`config.mk`:
```
export PLATFORM = sky130hd
export DESIGN_NAME = serial_add_ctrl_flat
export DESIGN_NICKNAME = d
export VERILOG_FILES = /design/src/rtl/serial_add_ctrl_pkg.sv /design/src/rtl/serial_add_ctrl_if.sv /design/src/rtl/serial_add_ctrl_hw3p2.sv /design/src/rtl/serial_add_ctrl.sv /design/src/flat_wrapper.sv
export SDC_FILE = /design/constraint.sdc
export NUM_CORES = 1
export LEC_CHECK = 0
export BUFFER_PORTS_ARGS = -buffer_cell sky130_fd_sc_hd__buf_2
export CAP_MARGIN = 20
export CORE_UTILIZATION = 40
export CTS_CLUSTER_SIZE = 24
export DETAILED_ROUTE_END_ITERATION = 16
export GPL_TIMING_DRIVEN = 0
export SLEW_MARGIN = 40
export SYNTH_ARGS = -nofsm -noshare
export SYNTH_HDL_FRONTEND = slang
export SYNTH_SLANG_ARGS = --single-unit
export TNS_END_PERCENT = 30
```
`constraint.sdc`:
```
create_clock -name clk -period 4.1 [get_ports clk]
set_input_delay 0 -clock clk [delete_from_list [all_inputs] [get_ports clk]]
set_output_delay 0 -clock clk [all_outputs]
set_load 0.05 [all_outputs]
```
`src/rtl/serial_add_ctrl_pkg.sv`:
```
// Shared definitions for the bit-serial adder controller: FSM encodings and
// legal operand width bounds.
package serial_add_ctrl_pkg;

  localparam int WIDTH_MIN = 1;
  localparam int WIDTH_MAX = 32;

  typedef enum logic [1:0] {
    IDLE    = 2'd0,
    RUN     = 2'd1,
    DONE_ST = 2'd2
  } state_t;

  // Bit counter runs 0..WIDTH-1 and must not wrap within one operation.
  function automatic int cnt_bits(input int width);
    return $clog2(width) + 1;
  endfunction

endpackage

```
`src/rtl/serial_add_ctrl_if.sv`:
```
// Start/busy/done handshake and operand/result bus between an issuer (master)
// and the serial adder controller (slave).
interface serial_add_ctrl_if #(
  parameter int WIDTH = 4
);
  logic             start;
  logic [WIDTH-1:0] a;
  logic [WIDTH-1:0] b;
  logic             cin;
  logic             busy;
  logic             done;
  logic [WIDTH-1:0] sum;
  logic             cout;

  modport master (
    output start, a, b, cin,
    input  busy, done, sum, cout
  );

  modport slave (
    input  start, a, b, cin,
    output busy, done, sum, cout
  );
endinterface

```
`src/rtl/serial_add_ctrl_hw3p2.sv`:
```
// Single full-adder cell; the controller time-multiplexes it across all bit
// positions.
module hw3p2 (
  input  logic a,
  input  logic b,
  input  logic cin,
  output logic s,
  output logic cout
);
  assign s    = a ^ b ^ cin;
  assign cout = (a & b) | (cin & (a ^ b));
endmodule

```
`src/rtl/serial_add_ctrl.sv`:
```
// Bit-serial adder controller: feeds one full adder LSB first for WIDTH cycles,
// then publishes {cout,sum} with a one-cycle done pulse.
module serial_add_ctrl
  import serial_add_ctrl_pkg::*;
#(
  parameter int WIDTH = 4
) (
  input  logic              clk,
  input  logic              rst,
  serial_add_ctrl_if.slave  bus
);

  localparam int CW = cnt_bits(WIDTH);

  if (WIDTH < WIDTH_MIN || WIDTH > WIDTH_MAX) begin : g_width_check
    $error("serial_add_ctrl: WIDTH out of range");
  end

  state_t           state_reg;
  state_t           state_next;
  logic [WIDTH-1:0] a_sh_reg;
  logic [WIDTH-1:0] b_sh_reg;
  logic [WIDTH-1:0] sum_sh_reg;
  logic [WIDTH-1:0] sum_sh_next;
  logic [WIDTH-1:0] sum_reg;
  logic             cout_reg;
  logic             c_reg;
  logic [CW-1:0]    cnt_reg;
  logic             fa_s;
  logic             fa_cout;
  logic             accept;
  logic             last_bit;

  hw3p2 u_fa (
    .a    (a_sh_reg[0]),
    .b    (b_sh_reg[0]),
    .cin  (c_reg),
    .s    (fa_s),
    .cout (fa_cout)
  );

  // New sum bit enters at the MSB; written as a shift so WIDTH=1 needs no special case.
  assign sum_sh_next = (sum_sh_reg >> 1) | (WIDTH'(fa_s) << (WIDTH - 1));
  assign accept      = bus.start && (state_reg == IDLE || state_reg == DONE_ST);
  assign last_bit    = (cnt_reg == CW'(WIDTH - 1));

  always_ff @(posedge clk or posedge rst) begin
    if (rst) begin
      state_reg <= IDLE;
    end else begin
      state_reg <= state_next;
    end
  end

  always_comb begin
    state_next = IDLE;
    case (state_reg)
      IDLE:    state_next = bus.start ? RUN : IDLE;
      RUN:     state_next = last_bit ? DONE_ST : RUN;
      DONE_ST: state_next = bus.start ? RUN : IDLE;
      default: state_next = IDLE;
    endcase
  end

  always_comb begin
    bus.busy = (state_reg == RUN);
    bus.done = (state_reg == DONE_ST);
  end

  always_ff @(posedge clk or posedge rst) begin
    if (rst) begin
      a_sh_reg   <= '0;
      b_sh_reg   <= '0;
      sum_sh_reg <= '0;
      c_reg      <= 1'b0;
      cnt_reg    <= '0;
      sum_reg    <= '0;
      cout_reg   <= 1'b0;
    end else if (accept) begin
      a_sh_reg <= bus.a;
      b_sh_reg <= bus.b;
      c_reg    <= bus.cin;
      cnt_reg  <= '0;
    end else if (state_reg == RUN) begin
      a_sh_reg   <= a_sh_reg >> 1;
      b_sh_reg   <= b_sh_reg >> 1;
      sum_sh_reg <= sum_sh_next;
      c_reg      <= fa_cout;
      cnt_reg    <= cnt_reg + CW'(1);
      // Result is published only once complete, never bit by bit.
      if (last_bit) begin
        sum_reg  <= sum_sh_next;
        cout_reg <= fa_cout;
      end
    end
  end

  assign bus.sum  = sum_reg;
  assign bus.cout = cout_reg;

endmodule

```
`src/flat_wrapper.sv`:
```
// flat-port wrapper written by rule: the top's interface ports become plain ports
module serial_add_ctrl_flat import serial_add_ctrl_pkg::*;
#(
  parameter int WIDTH = 4
)
  (clk, rst, bus_start, bus_a, bus_b, bus_cin, bus_busy, bus_done, bus_sum, bus_cout);
  serial_add_ctrl_if #(.WIDTH(WIDTH)) bus_i ();
  input  logic clk;
  input  logic rst;
  input wire logic [$bits(bus_i.start)-1:0] bus_start;
  input wire logic [$bits(bus_i.a)-1:0] bus_a;
  input wire logic [$bits(bus_i.b)-1:0] bus_b;
  input wire logic [$bits(bus_i.cin)-1:0] bus_cin;
  output wire logic [$bits(bus_i.busy)-1:0] bus_busy;
  output wire logic [$bits(bus_i.done)-1:0] bus_done;
  output wire logic [$bits(bus_i.sum)-1:0] bus_sum;
  output wire logic [$bits(bus_i.cout)-1:0] bus_cout;
  assign bus_i.start = bus_start;
  assign bus_i.a = bus_a;
  assign bus_i.b = bus_b;
  assign bus_i.cin = bus_cin;
  assign bus_busy = bus_i.busy;
  assign bus_done = bus_i.done;
  assign bus_sum = bus_i.sum;
  assign bus_cout = bus_i.cout;
  serial_add_ctrl #(.WIDTH(WIDTH)) u_core (.clk(clk), .rst(rst), .bus(bus_i));
endmodule
```
==> results of run 1 <==
[per-stage QoR]
step | utilization, % | hold slack (ns) | instances | setup WS (ns) | total power, mW
after floorplan | - | -0.0108 | 91 | 2.80 | 0.805
after global placement | 47.8 | 0.209 | 139 | 2.74 | 0.902
after detailed placement | 47.8 | 0.0455 | 139 | 2.74 | 0.922
after CTS | 54.0 | 0.0117 | 153 | 2.72 | 1.10
after global routing | 54.0 | 0.0234 | 153 | 2.67 | 1.16
final | 54.0 | 0.00706 | 153 | 2.73 | 1.08
[worst paths after layout]
path                                      start                   end  slack (ns)  cells past startpoint
setup / recovery              u_core.cnt_reg[0]     u_core.bus.sum[2]        2.73                      4
hold / removal                        bus_start   u_core.state_reg[0]       0.007                      3
setup reg to reg              u_core.cnt_reg[0]     u_core.bus.sum[2]        2.73                      4
hold reg to reg            u_core.sum_sh_reg[1]  u_core.sum_sh_reg[1]        0.49                      2
max in group asynchronous                   rst   u_core.state_reg[0]        3.55                      3
min in group asynchronous                   rst     u_core.bus.sum[3]        0.22                      3
[cells by family (layout without fill, tap and decap cells)]
| logic type | Yosys count | in the layout | share of synthesized area, % |
|---|---|---|---|
| AO/OA/AOI/OAI | 20 | 20 | 11.5 |
| adder cells (fa/ha/maj) | 3 | 3 | 4.26 |
| buffers and inverters | 12 | 44 | 6.15 |
| flip-flops | 22 | 22 | 52.1 |
| multiplexers | 12 | 12 | 13.8 |
| AND/OR/NAND/NOR | 22 | 22 | 12.2 |
[tightest hold or removal path, cell delays in order]
cell	delay, ns
buf_2	0.12
nand2b_4	0.08
o21ai_0	0.08
[power breakdown]
group	internal (mW)	switching, mW	total, mW	leakage, nW
combinational	0.221	0.312	0.534	0.365
clock	0.0988	0.0698	0.169	0.0279
sequential	0.320	0.0627	0.382	0.270
[metal layers]
metal	routed length, um	up-vias	part of all wire (%)
met2	926	7	48
met1	958	367	49
met5	0	-	0
met3	43	2	2.2
met4	19	0	0.98
li1	-	376	-
[synth_stat cells (all sizes together)]
| cell | n |
|---|---|
| mux2 | 6 |
| ha | 2 |
| a22o | 1 |
| o2bb2ai | 1 |
| and2 | 1 |
| o21ai | 4 |
| nor2 | 1 |
| clkbuf | 1 |
| fa | 1 |
| a21oi | 7 |
| inv | 7 |
| nand3 | 3 |
| a211oi | 4 |
| dfrtp | 22 |
| nand2 | 10 |
| o22ai | 3 |
| nand2b | 2 |
| mux2i | 6 |
| nor2b | 5 |
| buf | 4 |
[area by class of cell]
cell class,count,area share (%)
plain buffers,5,2.53
repair buffers,28,14.2
clock buffers,3,1.68
flip-flops and latches,22,41.2
inverters,7,2.34
clock inverters,1,2.25
multi-input cells,57,33.0
well taps,30,2.81
==> results.py, run 1 <==
metrics = {
    "final_layout": {
        "final_common_cell": "dfrtp_1",
        "multi_input_area_um2": 442,
        "layout.nets": 139,
        "syn2layout_area_growth_pct": 26.5,
        "drive_gt1_share_pct": 30.9,
        "design_area_um2": 1340,
        "layout_common_cells": "22 x dfrtp_1, 20 x buf_2, 10 x dlygate4sd3_1",
        "nFillCells": 235,
        "antenna_cells": 0,
        "seq_area_um2": 551,
    },
    "grt": {
        "grt_use_met2_pct": 24.0,
        "grt_first_pass_wirelength_um": 3140,
        "use_met3_pct": 2.59,
        "track_usage_pct": 15.8,
        "globalRouteMet1Util_pct": 21.9,
        "top_usage_layer": "met2",
        "antenna_found_initial": 0,
        "globalRoute.totalOverflow": 0,
        "grt_max_degree": 23,
        "grt_pass1_vias": 690,
    },
    "drt": {
        "wirelength_um": 1950,
        "postRouteAntennaNets": 0,
        "routedWlPerCell_um": 12.7,
        "first_pass_iters": 4,
        "drc": 0,
        "initialDrtViolationCount": 11,
        "vias_per_cell": 4.92,
        "num_vias": 752,
    },
    "setup_path": {
        "cp-end-kind": "flip-flop",
        "cp_max_fo": 6,
        "cp_common_cell": "ha_1",
        "cp.required_ns": 4.32,
        "cp_num_buf_inv": 0,
        "crit_slowest_cell": "dfrtp_1",
        "max_stage_delay_ns": 0.42,
        "crit_chain": "ha_1, ha_1, nand2_4, mux2_4",
        "worstPathArrival_ns": 1.59,
        "path_class": "flip-flop to flip-flop",
        "crit_family": "adder cells",
        "critical_path.startpoint_type": "flip-flop",
    },
    "cts": {
        "cts_sinks": 22,
        "cts_buffers": 3,
        "cts_tree": "built",
        "post_cts_resized": 0,
        "postCtsSetupBuffers": 0,
        "cts_hold_buf": 10,
        "clock_path_buffers": 2,
        "clk_latency_ns": 0.31,
        "cts-htree-levels": 1,
        "clk_pin_slew_ns": 0.13,
        "root_buffer": "clkbuf_4",
    },
    "synth": {
        "ys_types": 25,
        "synth_top_cell_by_area": "dfrtp_1",
        "synth_top_area_share_pct": 52.1,
        "avgSynthCellArea_um2": 11.6,
        "syn_inst": 91,
        "syn_nets": 106,
        "syn-cell-area_um2": 1060,
        "ys_seq_elements": 22,
        "ys_seq_area_share_pct": 52.1,
        "synth_warnings": 0,
        "synthTopCellsByArea": "dfrtp_1 52%, mux2_4 7.1%, mux2i_1 5.7%",
    },
    "timing": {
        "slew_violations": 0,
        "finalClockSkew_ns": 0.00804,
        "relSlewSlack_pct": 68.7,
        "fmax_mhz": 729,
        "fin_crit_ns": 1.37,
        "finalCritPeriodShare_pct": 33.5,
        "finalHoldViolCount": 0,
        "setup_violations": 0,
        "worst_slew_pin_slew_ns": 0.469,
        "totalNegativeSetupSlack_ns": 0,
        "rsz0062_at_grt": "false",
    },
    "die": {
        "core-area_um2": 2480,
        "initial_core_util_pct": 42.7,
        "dieWidth_um": 53.4,
        "io_pins": 19,
        "dieArea_um2": 2850,
        "die_y_um": 53.4,
        "rows": 18,
    },
    "pwr": {
        "leakage_nw": 0.662,
        "vdd_ir_drop_max_v": 0.000442,
        "p_per_area_nw_per_um2": 811,
    },
    "run_status": {
        "status": "finished, final reports clean",
    },
    "place": {
        "port_buffers": 18,
        "placed_area_um2": 1180,
        "hpwlAfterDp_um": 1330,
        "gp_congestion": 0.781,
    },
    "flow_run": {
        "cap_violations": 0,
    },
    "worst_hold_path": {
        "hold_class": "input pin to flip-flop",
    },
}
Power figures use the tool's default switching activity.
==> run 2, diff against run 1 <==
==> constraint.sdc (replaced) <==
create_clock -name clk -period 1.3 [get_ports clk]
set_input_delay 0 -clock clk [delete_from_list [all_inputs] [get_ports clk]]
set_output_delay 0 -clock clk [all_outputs]
set_load 0.05 [all_outputs]
==> results.py, run 2 (synthesized netlist as in run 1, its figures left out) <==
metrics = {
    "die": {
        "dieWidth_um": 53.4,
        "core-area_um2": 2480,
        "die_y_um": 53.4,
        "dieArea_um2": 2850,
        "rows": 18,
        "io_pins": 19,
        "initial_core_util_pct": 42.7,
    },
    "timing": {
        "final.setup.worst_slack_ns": -0.00507,
        "setup_violations": 1,
        "finalClockSkew_ns": 0.00600,
        "finalCritPeriodShare_pct": 100,
        "fin_crit_ns": 1.31,
        "slew_violations": 0,
        "rsz0062_at_grt": "true",
        "fmax_mhz": 766,
        "worst_slew_pin_slew_ns": 0.460,
        "relSlewSlack_pct": 69.3,
        "finalHoldViolCount": 0,
        "totalNegativeSetupSlack_ns": -0.00507,
    },
    "final_layout": {
        "drive_gt1_share_pct": 34.1,
        "layout.nets": 142,
        "layout_common_cells": "22 x dfrtp_1, 18 x buf_2, 10 x dlygate4sd3_1",
        "final_common_cell": "dfrtp_1",
        "antenna_cells": 0,
        "syn2layout_area_growth_pct": 30.9,
    },
    "grt": {
        "grt_first_pass_wirelength_um": 3170,
        "antenna_found_initial": 0,
        "globalRoute.totalOverflow": 0,
        "grt_use_met2_pct": 24.4,
        "globalRouteMet1Util_pct": 21.9,
        "grt_pass1_vias": 700,
        "top_usage_layer": "met2",
        "track_usage_pct": 15.9,
        "use_met3_pct": 2.59,
        "grt_max_degree": 23,
    },
    "setup_path": {
        "cp_max_fo": 2,
        "setup.worst_path.end": "u_core.bus.sum[3]",
        "worstPathArrival_ns": 1.52,
        "max_stage_delay_ns": 0.51,
        "rr_worst_depth": 2,
        "critical_path.startpoint_type": "flip-flop",
        "crit_slowest_cell": "fa_1",
        "crit_start": "u_core.c_reg",
        "crit_chain": "fa_1, mux2_4",
        "r2r_end": "u_core.bus.sum[3]",
        "cp.required_ns": 1.51,
        "regToRegSetupSlack_ns": -0.005,
        "cp-end-kind": "flip-flop",
        "path_class": "flip-flop to flip-flop",
        "r2r-start": "u_core.c_reg",
    },
    "run_status": {
        "status": "complete, but fails checks",
        "violations": "setup timing",
    },
    "pwr": {
        "vdd_ir_drop_max_v": 0.00138,
        "leakage_nw": 0.677,
        "p_per_area_nw_per_um2": 2600,
        "power.total_mw": 3.59,
    },
    "drt": {
        "num_vias": 759,
        "routedWlPerCell_um": 12.6,
        "vias_per_cell": 4.87,
        "drc": 0,
        "initialDrtViolationCount": 6,
        "first_pass_iters": 4,
        "postRouteAntennaNets": 0,
        "wirelength_um": 1970,
    },
    "cts": {
        "cts-htree-levels": 1,
        "clock_path_buffers": 2,
        "clk_pin_slew_ns": 0.13,
        "cts_sinks": 22,
        "clk_latency_ns": 0.31,
        "cts_buffers": 3,
        "cts_tree": "built",
        "root_buffer": "clkbuf_4",
    },
    "place": {
        "port_buffers": 18,
        "gp_congestion": 0.781,
        "hpwlAfterDp_um": 1330,
        "pre_cts_slack_ns": -0.0595,
    },
    "worst_hold_path": {
        "hold_class": "input pin to flip-flop",
    },
    "flow_run": {
        "cap_violations": 0,
    },
}
## run 2: cell types whose count changed in the layout (fill, tap and decap cells not counted), sizes merged
cell	delta
buf	+2
clkbuf	+1
## run 2: power by group
group	total (mW)	internal, mW	switching, mW	leakage [nW]
logic	1.86	0.832	1.03	0.379
registers	1.20	1.01	0.196	0.270
clock network	0.527	0.312	0.216	0.0279
## run 2: final cells by class
class | instances | area [um2]
inverter | 7 | 31.3
timing repair buffer | 31 | 221
tap | 30 | 37.5
fill | 226 | 1090
sequential | 22 | 551
buffer | 5 | 33.8
clock buffer | 3 | 22.5
multi-input combinational | 57 | 457
clock inverter | 1 | 30.0
## run 2: stage by stage
stage / util (%) / std cells / instance area, um2 / hold WS [ns]
5_1_grt: 55.9 / 156 / 1380 / 0.0234
2_1_floorplan: - / 91 / 1060 / -0.0108
3_3_place_gp: 47.8 / 139 / 1180 / 0.209
6_report: 55.9 / 156 / 1380 / 0.0132
4_1_cts: 54.6 / 154 / 1350 / 0.0117
3_5_place_dp: 47.8 / 139 / 1180 / 0.0455
## run 2: worst min-delay path by stage
stage | endpoint | depth (start not counted) | start | slack (ns)
finish | u_core.state_reg[0] | 3 | bus_start | 0.01
floorplan | u_core.a_sh_reg[0] | 1 | rst | -0.01
global route | u_core.state_reg[0] | 3 | bus_start | 0.02
detailed placement | u_core.bus.sum[3] | 2 | rst | 0.05
global placement | u_core.bus.sum[3] | 2 | rst | 0.21
CTS | u_core.state_reg[0] | 3 | bus_start | 0.01
## run 2: worst max-delay path: cells and delay by family (launching register included)
kind	cells	cell delay, ns
multiplexers	1	0.28
adder cells (fa/ha/maj)	1	0.51
flip-flops	1	0.42
## run 2: what timing repair did
item / CTS / global route
buffers inserted: 1 / 2
gates resized for setup: 3 / 3
pin swaps: 1 / 2
endpoints found under the setup margin: 6 / 8
hold endpoints to repair: 31 / 0
hold buffers: 10 / 0
## run 2: routing by layer
layer  vias up  wire length [um]  part of all wire, %
met5         -                 0                    0
li1        383                 -                    -
met3         2                42                  2.1
met1       367               971                   49
met2         7               933                   47
met4         0                19                 0.97
==> run 3, diff against run 2 <==
--- a/config.mk
+++ b/config.mk
@@ -11,7 +11,8 @@
 export CTS_CLUSTER_SIZE = 24
 export DETAILED_ROUTE_END_ITERATION = 16
 export GPL_TIMING_DRIVEN = 0
-export SLEW_MARGIN = 40
+export PLACE_DENSITY_LB_ADDON = 0.15
+export SLEW_MARGIN = 20
 export SYNTH_ARGS = -nofsm -noshare
 export SYNTH_HDL_FRONTEND = slang
 export SYNTH_SLANG_ARGS = --single-unit
==> results.py, run 3 (synthesized netlist as in run 1, its figures left out) <==
metrics = {
    "die": {
        "die_y_um": 53.4,
        "core-area_um2": 2480,
        "dieArea_um2": 2850,
        "rows": 18,
        "initial_core_util_pct": 42.7,
        "io_pins": 19,
        "dieWidth_um": 53.4,
    },
    "timing": {
        "fmax_mhz": 760,
        "final.setup.worst_slack_ns": -0.0156,
        "finalClockSkew_ns": 0.00690,
        "fin_crit_ns": 1.32,
        "finalCritPeriodShare_pct": 101,
        "finalHoldViolCount": 0,
        "setup_violations": 4,
        "relSlewSlack_pct": 45.0,
        "hold-worst-slack_ns": 0.00472,
        "rsz0062_at_grt": "true",
        "worst_slew_pin_slew_ns": 0.824,
        "slew_violations": 0,
    },
    "worst_hold_path": {
        "hold_class": "input pin to flip-flop",
        "min_path_cells": 3,
    },
    "setup_path": {
        "cp.depth": 4,
        "path_class": "flip-flop to flip-flop",
        "critical_path.startpoint_type": "flip-flop",
        "cp-end-kind": "flip-flop",
        "crit_slowest_cell": "dfrtp_1",
        "cp.required_ns": 1.50,
        "crit_family": "flip-flops",
        "max_stage_delay_ns": 0.41,
        "crit_chain": "ha_2, ha_4, nand2_4, mux2_4",
        "cp_max_fo": 6,
        "worstPathArrival_ns": 1.51,
        "cp_num_buf_inv": 0,
        "rr_worst_depth": 4,
    },
    "drt": {
        "num_vias": 760,
        "routedWlPerCell_um": 12.5,
        "vias_per_cell": 4.87,
        "first_pass_iters": 4,
        "initialDrtViolationCount": 8,
        "postRouteAntennaNets": 0,
        "drc": 0,
        "wirelength_um": 1960,
    },
    "pwr": {
        "power.total_mw": 3.46,
        "switching_power_mw": 1.44,
        "internal-power_mw": 2.03,
        "leakage_nw": 0.671,
        "combPwrFrac_pct": 54.3,
        "p_per_area_nw_per_um2": 2540,
        "netSwitchingFraction_pct": 41.5,
        "p_clk_share_pct": 11.0,
        "vdd_ir_drop_max_v": 0.00166,
        "power_frac_seq_pct": 34.7,
    },
    "final_layout": {
        "layout.nets": 142,
        "layout_common_cells": "22 x dfrtp_1, 19 x buf_2, 9 x nand2_1, 9 x dlygate4sd3_1, 7 x a21oi_1",
        "antenna_cells": 0,
        "design_area_um2": 1370,
        "drive_gt1_share_pct": 34.1,
        "fin_cells": 156,
        "final_common_cell": "dfrtp_1",
        "syn2layout_area_growth_pct": 29.1,
    },
    "place": {
        "port_buffers": 18,
        "hpwlAfterDp_um": 1310,
        "gp_congestion": 0.718,
        "placed_area_um2": 1180,
        "place_inst": 139,
    },
    "flow_run": {
        "cap_violations": 0,
    },
    "cts": {
        "root_buffer": "clkbuf_4",
        "cts_buffers": 3,
        "clock_path_buffers": 2,
        "clk_pin_slew_ns": 0.13,
        "cts_sinks": 22,
        "cts_tree": "built",
        "cts-htree-levels": 1,
        "clk_latency_ns": 0.30,
    },
    "run_status": {
        "violations": "setup timing",
        "status": "complete, but fails checks",
    },
    "grt": {
        "antenna_found_initial": 0,
        "grt_pass1_vias": 726,
        "track_usage_pct": 15.7,
        "grt_max_degree": 23,
        "grt_first_pass_wirelength_um": 3170,
        "globalRoute.totalOverflow": 0,
    },
}
run 3: cell types whose count changed in the layout (fill, tap and decap cells not counted):
| cell | before | now |
|---|---|---|
| buf_4 | 4 | 5 |
| bufinv_16 | 1 | 0 |
| clkbuf_2 | 1 | 0 |
| inv_1 | 5 | 6 |
| inv_2 | 1 | 0 |
| clkbuf_8 | 0 | 1 |
| buf_2 | 18 | 19 |
| dlygate4sd3_1 | 10 | 9 |
run 3: tightest hold or removal path: stages:
cell	delay, ns
buf_2	0.12
nand2b_4	0.08
o21ai_0	0.08
run 3: final timing paths:
check,from,endpoint,slack (ns)
worst max-delay path,u_core.cnt_reg[0],u_core.bus.sum[3],-0.02
worst min-delay path,bus_start,u_core.state_reg[0],0.005
worst max register to register,u_core.cnt_reg[0],u_core.bus.sum[3],-0.02
worst min register to register,u_core.sum_sh_reg[1],u_core.sum_sh_reg[1],0.50
max in group asynchronous,rst,u_core.a_sh_reg[2],0.41
min in group asynchronous,rst,u_core.bus.sum[2],0.38
run 3: timing repair:
action | CTS | global route
gates resized for setup | 3 | 4
buffers inserted | 3 | 1
pin swaps | 1 | 2
hold buffers | 9 | 0
endpoints found under the hold margin | 30 | 0
gates cloned | 0 | 0
endpoints found under the setup margin | 6 | 7
run 3: power groups by stage:
| stage | sequential, mW | clock (mW) | combinational (mW) |
|---|---|---|---|
| 2_1_floorplan | 1.45 | 0 | 1.09 |
| 3_3_place_gp | 1.21 | 0 | 1.64 |
| 3_5_place_dp | 1.22 | 0 | 1.67 |
| 4_1_cts | 1.20 | 0.386 | 1.78 |
| 5_1_grt | 1.24 | 0.429 | 2.06 |
| 6_report | 1.20 | 0.380 | 1.88 |
run 3: metrics by stage:
step	util, %	setup WS (ns)	setup TNS [ns]
2_1_floorplan	-	0.00126	0
3_3_place_gp	47.8	-0.0687	-0.313
3_5_place_dp	47.8	-0.0739	-0.325
4_1_cts	54.1	-0.0332	-0.0391
5_1_grt	55.1	-0.0458	-0.189
6_report	55.1	-0.0156	-0.0184
run 3: cell type report:
type | instances | area (um2)
repair buffers | 31 | 219
plain buffers | 5 | 33.8
fillers | 226 | 1110
multi-input cells | 57 | 457
well taps | 30 | 37.5
flip-flops and latches | 22 | 551
clock buffers | 4 | 36.3
inverters | 7 | 31.3
run 3: per-layer routing:
metal	global-route usage, %	wire (um)	up-vias	share of wire (%)
met4	6.58	15	0	0.77
met2	24.0	911	12	47
li1	-	-	381	-
met3	2.59	63	2	3.2
met1	21.8	965	365	49
met5	0	0	-	0
